===== config.mk =====
export PLATFORM = sky130hd
export DESIGN_NAME = decode_queue
export DESIGN_NICKNAME = d
export VERILOG_FILES = /design/src/rtl/decode_queue.sv
export SDC_FILE = /design/constraint.sdc
export NUM_CORES = 1
export LEC_CHECK = 0
export CAP_MARGIN = 20
export CORE_MARGIN = 2
export CORE_UTILIZATION = 53
export DETAILED_ROUTE_END_ITERATION = 16
export PLACE_DENSITY = 0.76
export REMOVE_ABC_BUFFERS = 1
export SLEW_MARGIN = 0
export SYNTH_ARGS = -nofsm -noshare
export SYNTH_HDL_FRONTEND = slang
export SYNTH_SLANG_ARGS = --single-unit

===== constraint.sdc =====
create_clock -name clk -period 6 [get_ports clk]
set_input_delay 0.9 -clock clk [delete_from_list [all_inputs] [get_ports clk]]
set_output_delay 0.9 -clock clk [all_outputs]
set_load 0.01 [all_outputs]

===== src/rtl/decode_queue.sv =====
// Decode stage for the RV32I core: a DEPTH-entry circular instruction queue
// whose head is fully decoded into a registered valid/ready issue port.
module decode_queue #(
    parameter int DEPTH  = 8,
    parameter int ADDR_W = 32,
    parameter int CNT_W  = $clog2(DEPTH) + 1
) (
    input  logic              clk,
    input  logic              rst,
    input  logic              rdy,
    input  logic              rollback,
    input  logic              in_valid,
    input  logic [31:0]       in_inst,
    input  logic [ADDR_W-1:0] in_pc,
    input  logic              in_pre_j,
    output logic              in_ready,
    input  logic              issue_ready,
    output logic              issue_valid,
    output logic [6:0]        issue_opcode,
    output logic [2:0]        issue_funct3,
    output logic              issue_funct7,
    output logic [4:0]        issue_rd,
    output logic [4:0]        issue_rs1,
    output logic [4:0]        issue_rs2,
    output logic [31:0]       issue_imm,
    output logic [ADDR_W-1:0] issue_pc,
    output logic              issue_pre_j,
    output logic              issue_illegal,
    output logic [CNT_W-1:0]  count
);
    localparam int PTR_W = $clog2(DEPTH);

    localparam logic [6:0] OPC_LUI    = 7'b0110111;
    localparam logic [6:0] OPC_AUIPC  = 7'b0010111;
    localparam logic [6:0] OPC_JAL    = 7'b1101111;
    localparam logic [6:0] OPC_JALR   = 7'b1100111;
    localparam logic [6:0] OPC_BRANCH = 7'b1100011;
    localparam logic [6:0] OPC_LOAD   = 7'b0000011;
    localparam logic [6:0] OPC_STORE  = 7'b0100011;
    localparam logic [6:0] OPC_OPIMM  = 7'b0010011;
    localparam logic [6:0] OPC_OP     = 7'b0110011;

    logic [31:0]       inst_mem [DEPTH];
    logic [ADDR_W-1:0] pc_mem   [DEPTH];
    logic [DEPTH-1:0]  pj_mem;
    logic [PTR_W-1:0]  head, tail;

    // Valid/ready: a beat moves on a rising edge only when valid && ready && rdy && !rollback;
    // the sender holds its payload stable while valid && !ready.
    logic push, load, consume, slot_free;
    assign in_ready  = rst && rdy && !rollback && (count < CNT_W'(DEPTH));
    assign push      = in_valid && in_ready;
    assign slot_free = !issue_valid || issue_ready;
    assign load      = rdy && !rollback && (count != '0) && slot_free;
    assign consume   = rdy && !rollback && issue_valid && issue_ready;

    logic [31:0] h_inst;
    logic [31:0] d_imm;
    logic        d_legal, d_rd_en, d_rs1_en, d_rs2_en, d_f7;
    assign h_inst = inst_mem[head];

    always_comb begin
        d_imm    = '0;
        d_legal  = 1'b1;
        d_rd_en  = 1'b1;
        d_rs1_en = 1'b1;
        d_rs2_en = 1'b0;
        d_f7     = 1'b0;
        case (h_inst[6:0])
            OPC_LUI, OPC_AUIPC: begin
                d_imm    = {h_inst[31:12], 12'b0};
                d_rs1_en = 1'b0;
            end
            OPC_JAL: begin
                d_imm    = {{11{h_inst[31]}}, h_inst[31], h_inst[19:12], h_inst[20],
                            h_inst[30:21], 1'b0};
                d_rs1_en = 1'b0;
            end
            OPC_JALR, OPC_LOAD: d_imm = {{20{h_inst[31]}}, h_inst[31:20]};
            OPC_OPIMM: begin
                d_imm = {{20{h_inst[31]}}, h_inst[31:20]};
                // Only the shifts carry a funct7 bit (SRAI vs SRLI); SLLI included for symmetry.
                d_f7  = (h_inst[14:12] == 3'b001 || h_inst[14:12] == 3'b101) ? h_inst[30] : 1'b0;
            end
            OPC_STORE: begin
                d_imm    = {{20{h_inst[31]}}, h_inst[31:25], h_inst[11:7]};
                d_rd_en  = 1'b0;
                d_rs2_en = 1'b1;
            end
            OPC_BRANCH: begin
                d_imm    = {{19{h_inst[31]}}, h_inst[31], h_inst[7], h_inst[30:25],
                            h_inst[11:8], 1'b0};
                d_rd_en  = 1'b0;
                d_rs2_en = 1'b1;
            end
            OPC_OP: begin
                d_rs2_en = 1'b1;
                d_f7     = h_inst[30];
            end
            default: d_legal = 1'b0;
        endcase
    end

    always_ff @(posedge clk) begin
        if (push) begin
            inst_mem[tail] <= in_inst;
            pc_mem[tail]   <= in_pc;
            pj_mem[tail]   <= in_pre_j;
        end
    end

    always_ff @(posedge clk or negedge rst) begin
        if (!rst) begin
            head  <= '0;
            tail  <= '0;
            count <= '0;
        end else if (rdy) begin
            if (rollback) begin
                head  <= '0;
                tail  <= '0;
                count <= '0;
            end else begin
                if (push) tail <= tail + PTR_W'(1);
                if (load) head <= head + PTR_W'(1);
                case ({push, load})
                    2'b10:   count <= count + CNT_W'(1);
                    2'b01:   count <= count - CNT_W'(1);
                    default: count <= count;
                endcase
            end
        end
    end

    always_ff @(posedge clk or negedge rst) begin
        if (!rst) begin
            issue_valid   <= 1'b0;
            issue_opcode  <= '0;
            issue_funct3  <= '0;
            issue_funct7  <= 1'b0;
            issue_rd      <= '0;
            issue_rs1     <= '0;
            issue_rs2     <= '0;
            issue_imm     <= '0;
            issue_pc      <= '0;
            issue_pre_j   <= 1'b0;
            issue_illegal <= 1'b0;
        end else if (rdy) begin
            if (rollback) begin
                issue_valid <= 1'b0;
            end else if (load) begin
                issue_valid   <= 1'b1;
                issue_opcode  <= h_inst[6:0];
                issue_funct3  <= h_inst[14:12];
                issue_funct7  <= d_f7;
                issue_rd      <= d_rd_en  ? h_inst[11:7]  : 5'd0;
                issue_rs1     <= d_rs1_en ? h_inst[19:15] : 5'd0;
                issue_rs2     <= d_rs2_en ? h_inst[24:20] : 5'd0;
                issue_imm     <= d_imm;
                issue_pc      <= pc_mem[head];
                issue_pre_j   <= pj_mem[head];
                issue_illegal <= !d_legal;
            end else if (consume) begin
                issue_valid <= 1'b0;
            end
        end
    end
endmodule


After elaboration in Yosys (flattened, before gate mapping)
Memories as Yosys holds them, arrays and structs flattened. A register that Yosys moved wholly into a read port is not among the register bits. Index checks and enable logic that the tools add are counted.

Bits in latches: 0. Memory bits (writable): 512. Word-level logic and storage cells: 94. Input bits: 71. ROM bits: 0. Register bits: 79. Output and inout port bits: 98. Memories kept: 2.

Shifts and indexed selects: 0. Bitwise operators: 1. Add/sub/neg operators: 4. Equal/unequal tests: 13. $lt $le $gt $ge: 4. Multipliers: 0. Div/mod/pow operators: 0. Reduce and logical (&&, ||, !) cells: 32. Mux-type cells: 24.

Memory list: inst_mem (words 8, bits a word 32, read ports 1, clocked after Yosys merged registers in 0, write ports 1, RTL line 43) `logic [31:0] inst_mem [DEPTH];`; pc_mem (words 8, bits a word 32, read ports 1, clocked after Yosys merged registers in 1, write ports 1, RTL line 44) `logic [ADDR_W-1:0] pc_mem [DEPTH];`.

Operators by type and width (number): $pmux W32 S5 (1); $eq A7 B6 Y1 const B (3); $eq A7 B7 Y1 const B (3); $mux W5 (3); $eq A7 B5 Y1 const B (2); $mux W3 (4); $logic_and A1 B1 Y1 (10); $mux W1 (10); $reduce_or A3 Y1 (3); $reduce_or A9 Y1 (1); $bwmux W8 (1); $lt A3 B4 Y1 const B (2); $pmux W4 S2 (1); $reduce_and A2 Y1 (4); $eq A7 B2 Y1 const B (1); $add A3 B1 Y3 const B (2); $reduce_bool A3 Y1 (2); $add A4 B1 Y4 const B (1); $logic_not A1 Y1 (4); $lt A4 B4 Y1 const B (1); $mux W4 (1); $reduce_bool A2 Y1 (2); $reduce_bool A4 Y1 (1); $reduce_or A2 Y1 (2); other kinds (12) (13).

Depth between registers and ports, before layout
Depth after elaboration: 7. Mapped depth: 11. Depth with buffers taken out: 9.

Worst setup path before layout
Ideal clock, no wire load.

Kind: input-to-reg. Start: in rdy. End: mem inst_mem[0][0], enable pin. Path slack: -1.209 ns. Buffers on the path: 2. Arrival: 6.641 ns. Stages on the path: 6. Setup time: 0.568 ns. Required time: 5.432 ns. Cells stage by stage: clkbuf_1 nor4bb_1 and2_1 clkbuf_1 nand2b_1 nor3_1.

Cells in the longest elaborated chain, start to end: 6.

RTL lines: from (decl) (RTL line 10) `input logic rdy,`; $logic_and A1 B1 Y1 (3 in series) (RTL line 51) `assign in_ready = rst && rdy && !rollback && (count < CNT_W'(DEPTH));`; via in_ready (RTL line 16) `output logic in_ready,`; $logic_and A1 B1 Y1 (RTL line 52) `assign push = in_valid && in_ready;`; $mux W1 (RTL line 105) `if (push) begin`; $mux W1 (implied by the code) (RTL line 106) `inst_mem[tail] <= in_inst;`; to (decl) (RTL line 43).

The timed path passes the listed nets, and every way through them passes these cells.

Final worst setup path
Start: reg head[0]. End: reg issue_imm[15].

Cells in the longest elaborated chain, start to end: 4. Elaborated cells on any way between the ends: 12. Those cells by class: eq/ne: 8; mux: 1; reduce/logical: 2; memory: 1.

RTL lines: from (decl) (RTL line 46) `logic [PTR_W-1:0] head, tail;`; from (signal assigned) (RTL line 124) `if (load) head <= head + PTR_W'(1);`; $mem_v2 Z8 W32 *; $eq A7 B5 Y1, or another cell as far along (RTL line 69) `case (h_inst[6:0])`; $reduce_or A3 Y1 (no source line) or $reduce_or A2 Y1 (tied branches); $pmux W32 S5 * (RTL line 69); to (signal assigned) (RTL line 158) `issue_imm <= d_imm;`; to (decl) (RTL line 25) `output logic [31:0] issue_imm,`.

Mark *: on every way between the ends. The rest lies on a longest branch, timed or not. A chain may end at the register's enable or synchronous reset.

==> key figures <==
Synth
  • Most used DFF post-synth: edfxtp_1
  • Sequential fraction of the synthesis area: 0.7636
  • Async set or reset register ratio after synthesis: 0.1653
  • Synth Register Bits: ~620
  • Mapped Cells: approximately 1200
  • Synthesis warning total: 0
  • Yosys cell types: 60
  • Post-Synthesis Cell Area: approximately 24000 µm²
  • Number of synthesized flops with an enable pin: between 500 and 600
  • Syn avg cell area: 20.35 µm²

STA
  • Final Hold Viols: 0
  • Fmax: 0.2555 GHz
  • Hold_ws: roughly 0.27 ns
  • Worst Tran Pin Value: approximately 1.1 ns
  • Worst rel slew slack: 0.2871
  • Final Slew Violations: 0
  • Final setup viols: 0
  • Fin crit share: 0.6524
  • Skew final: around 0.021 ns
  • Post-route minimum period: slightly below 4 ns
  • RSZ-0062 raised after global routing: false

Layout
  • Commonest non-fill, non-tap cell in the layout: edfxtp_1
  • Layout Cells excl Fill: 2000
  • Synth-to-Final Area Change: 17.63%
  • Commonest non-fill, non-tap cells in the layout: edfxtp_1 (520), clkdlybuf4s50_1 (167), mux4_2 (130)
  • Fill cells: between 3000 and 4000
  • Final #Nets: approximately 1400
  • Layout cells sized above 1: 0.1862

Setup path
  • Crit Path Category: flip-flop to flip-flop
  • Crit-path cells: buf_4, mux4_2, mux2i_4, or2b_1, nor3_4, o31a_1, a22o_1
  • Top cell family by delay on the critical path: multiplexers
  • Startpoint types: flip-flop
  • Launching point of the worst reg2reg path: head[0]$_DFFE_PN0P_
  • Crit-path max cell delay: between 0.8 and 0.9 ns
  • Critical path origin: head[0]$_DFFE_PN0P_
  • Worst-path fanout max: 35
  • Crit path DAT: roughly 4.5 ns
  • Required time of the worst setup path: around 6.6 ns
  • Crit. End Element: flip-flop
  • Slowest cell on the critical path: dfrtp_4
  • CP Buf/Inv Count: 1

GRT
  • Antenna violations before repair: 0
  • Vias in the first global route: approximately 12000
  • Total GRT Usage: 0.2143
  • Grt ovf: 0
  • First-pass GRT wire length: about 75000 µm
  • Largest net degree at the start of global routing: approximately 110

Route
  • DRT iter0 DRCs: between 1000 and 1500
  • Routed wl met3: approximately 3300 µm
  • Routed wl met2: 23570 µm
  • First-pass DRT Iterations: 5
  • DRC Markers: 0
  • Via density: roughly 5.9
  • M1 wire length: between 20000 and 25000 µm
  • DRT Wirelength: around 50000 µm
  • Remaining antenna violation count: 0
  • Top routing layer in use: met4
  • Total number of vias: 11700
  • Drt wl/cell: 24.33 µm

Power
  • Static Leak: between 9 and 10 nW
  • Peak supply drop: ~300 µV
  • Pwr Density: ~410 nW/µm²

Clock network
  • CTS max path bufs: 3
  • CTS clk-pin slew, worst paths: around 0.06 ns
  • CTS Hold Bufs: 0
  • CTS tree: done
  • CTS buffer count: 59
  • H-tree levels: 2
  • Post-CTS Setup Bufs: 0
  • TritonCTS sink count: ~620
  • # resized after CTS: 0
  • Clock Tree Root: clkbuf_16
  • Clk Latency, worst-skew pair: just over 0.6 ns

Place
  • Placed wire-length estimate: between 20000 and 30000 µm
  • Buffers on Ports: 168
  • Inst Count DP: between 1500 and 2000
  • GPL Wtd Cong: roughly 0.8

Floorplan
  • Die width: approximately 220 µm
  • Die Footprint: approximately 47000 µm²
  • Initial Util: 0.5376
  • Core ar.: around 44000 µm²
  • Row count: slightly below 80
  • I/O pins: 169
  • Die height: 216.0 µm

Min path
  • HP Class: primary input to async pin

Job
  • Max cap viols: 0

Run status
  • Status: finished, final reports clean
-- stage by stage --
| stage | instance area (µm²) | utilization | power (mW) | TNS [ns] | worst slack, ns |
|---|---|---|---|---|---|
| floorplan | 23520 | - | 7.427 | -175.14 | -1.287 |
| global placement | 26200 | 0.5911 | 8.266 | 0 | 1.869 |
| detailed placement | 26210 | 0.5913 | 8.318 | 0 | 1.774 |
| CTS | 28000 | 0.6317 | 11.75 | 0 | 2.003 |
| global route | 28020 | 0.6324 | 12.14 | 0 | 1.764 |
| finish | 28030 | 0.6324 | 11.63 | 0 | 2.085 |
-- final timing paths --
check	end	slack (ns)	cells past startpoint
max	issue_imm[15]$_DFFE_PN0P_	2.09	7
min	issue_opcode[1]$_DFFE_PN0P_	0.27	1
max reg2reg	issue_imm[15]$_DFFE_PN0P_	2.09	7
min reg2reg	issue_opcode[5]$_DFFE_PN0P_	0.47	2
max in group asynchronous	head[0]$_DFFE_PN0P_	4.32	2
min in group clk	issue_opcode[5]$_DFFE_PN0P_	0.47	2
-- power breakdown --
| group | total, mW | internal, mW | switching, mW |
|---|---|---|---|
| combinational | 2.91 | 1.52 | 1.39 |
| clock | 3.42 | 1.87 | 1.55 |
| sequential | 5.29 | 4.97 | 0.325 |
-- layout make-up --
class,instances,area [µm²],area share
clock buffer,76,1590,0.05674
inverter,6,22.52,0.0008036
tap,592,740.7,0.02643
clock inverter,34,201.4,0.007187
timing repair buffer,189,1894,0.06759
multi-input combinational,479,5371,0.1917
sequential,623,18200,0.6495
antenna,1,2.502,0.00008929
-- synthesized netlist by cell type (9+ instances only) --
cell	n	area, µm²
nor2_1	22	82.58
mux2i_1	63	630.6
clkbuf_1	22	82.58
o31ai_1	11	82.58
nand2b_1	9	56.30
dfrtp_1	103	2577
buf_2	22	110.1
edfxtp_1	520	15610
mux4_2	130	2928
a22o_1	15	131.4
nand2_1	75	281.5
o21ai_0	60	300.3
buf_1	13	48.80
-- routing by layer --
metal / up-vias / GRT usage
met5: - / 0
met3: 55 / 0.03721
li1: 5126 / -
met4: 0 / 0.04795
met2: 390 / 0.3419
met1: 6132 / 0.3158
-- logic make-up after synthesis --
kind of cell,share of synthesized area
adder cells (fa/ha/maj),0.002941
multiplexers,0.1522
flip-flops,0.7636
buffers and inverters,0.01381
AND/OR/NAND/NOR,0.02752
XOR/XNOR,0.001838
AO/OA/AOI/OAI,0.03813
-- state kept, by name (all words and copies together) (netlist names), 3 cells and up --
register / flops
pj_mem: 8
issue_rs2: 5
issue_imm: 32
issue_pc: 32
issue_rs1: 5
issue_rd: 5
inst_mem: 256
count: 4
issue_opcode: 7
pc_mem: 256
head: 3
tail: 3
issue_funct3: 3
-- worst register-to-register path: stages (launching register included) --
cell	delay, ns
dfrtp_4	0.88
buf_4	0.64
mux4_2	0.65
mux2i_4	0.31
or2b_1	0.31
nor3_4	0.41
o31a_1	0.47
a22o_1	0.19
No activity file was read; power rests on OpenSTA's default activity.
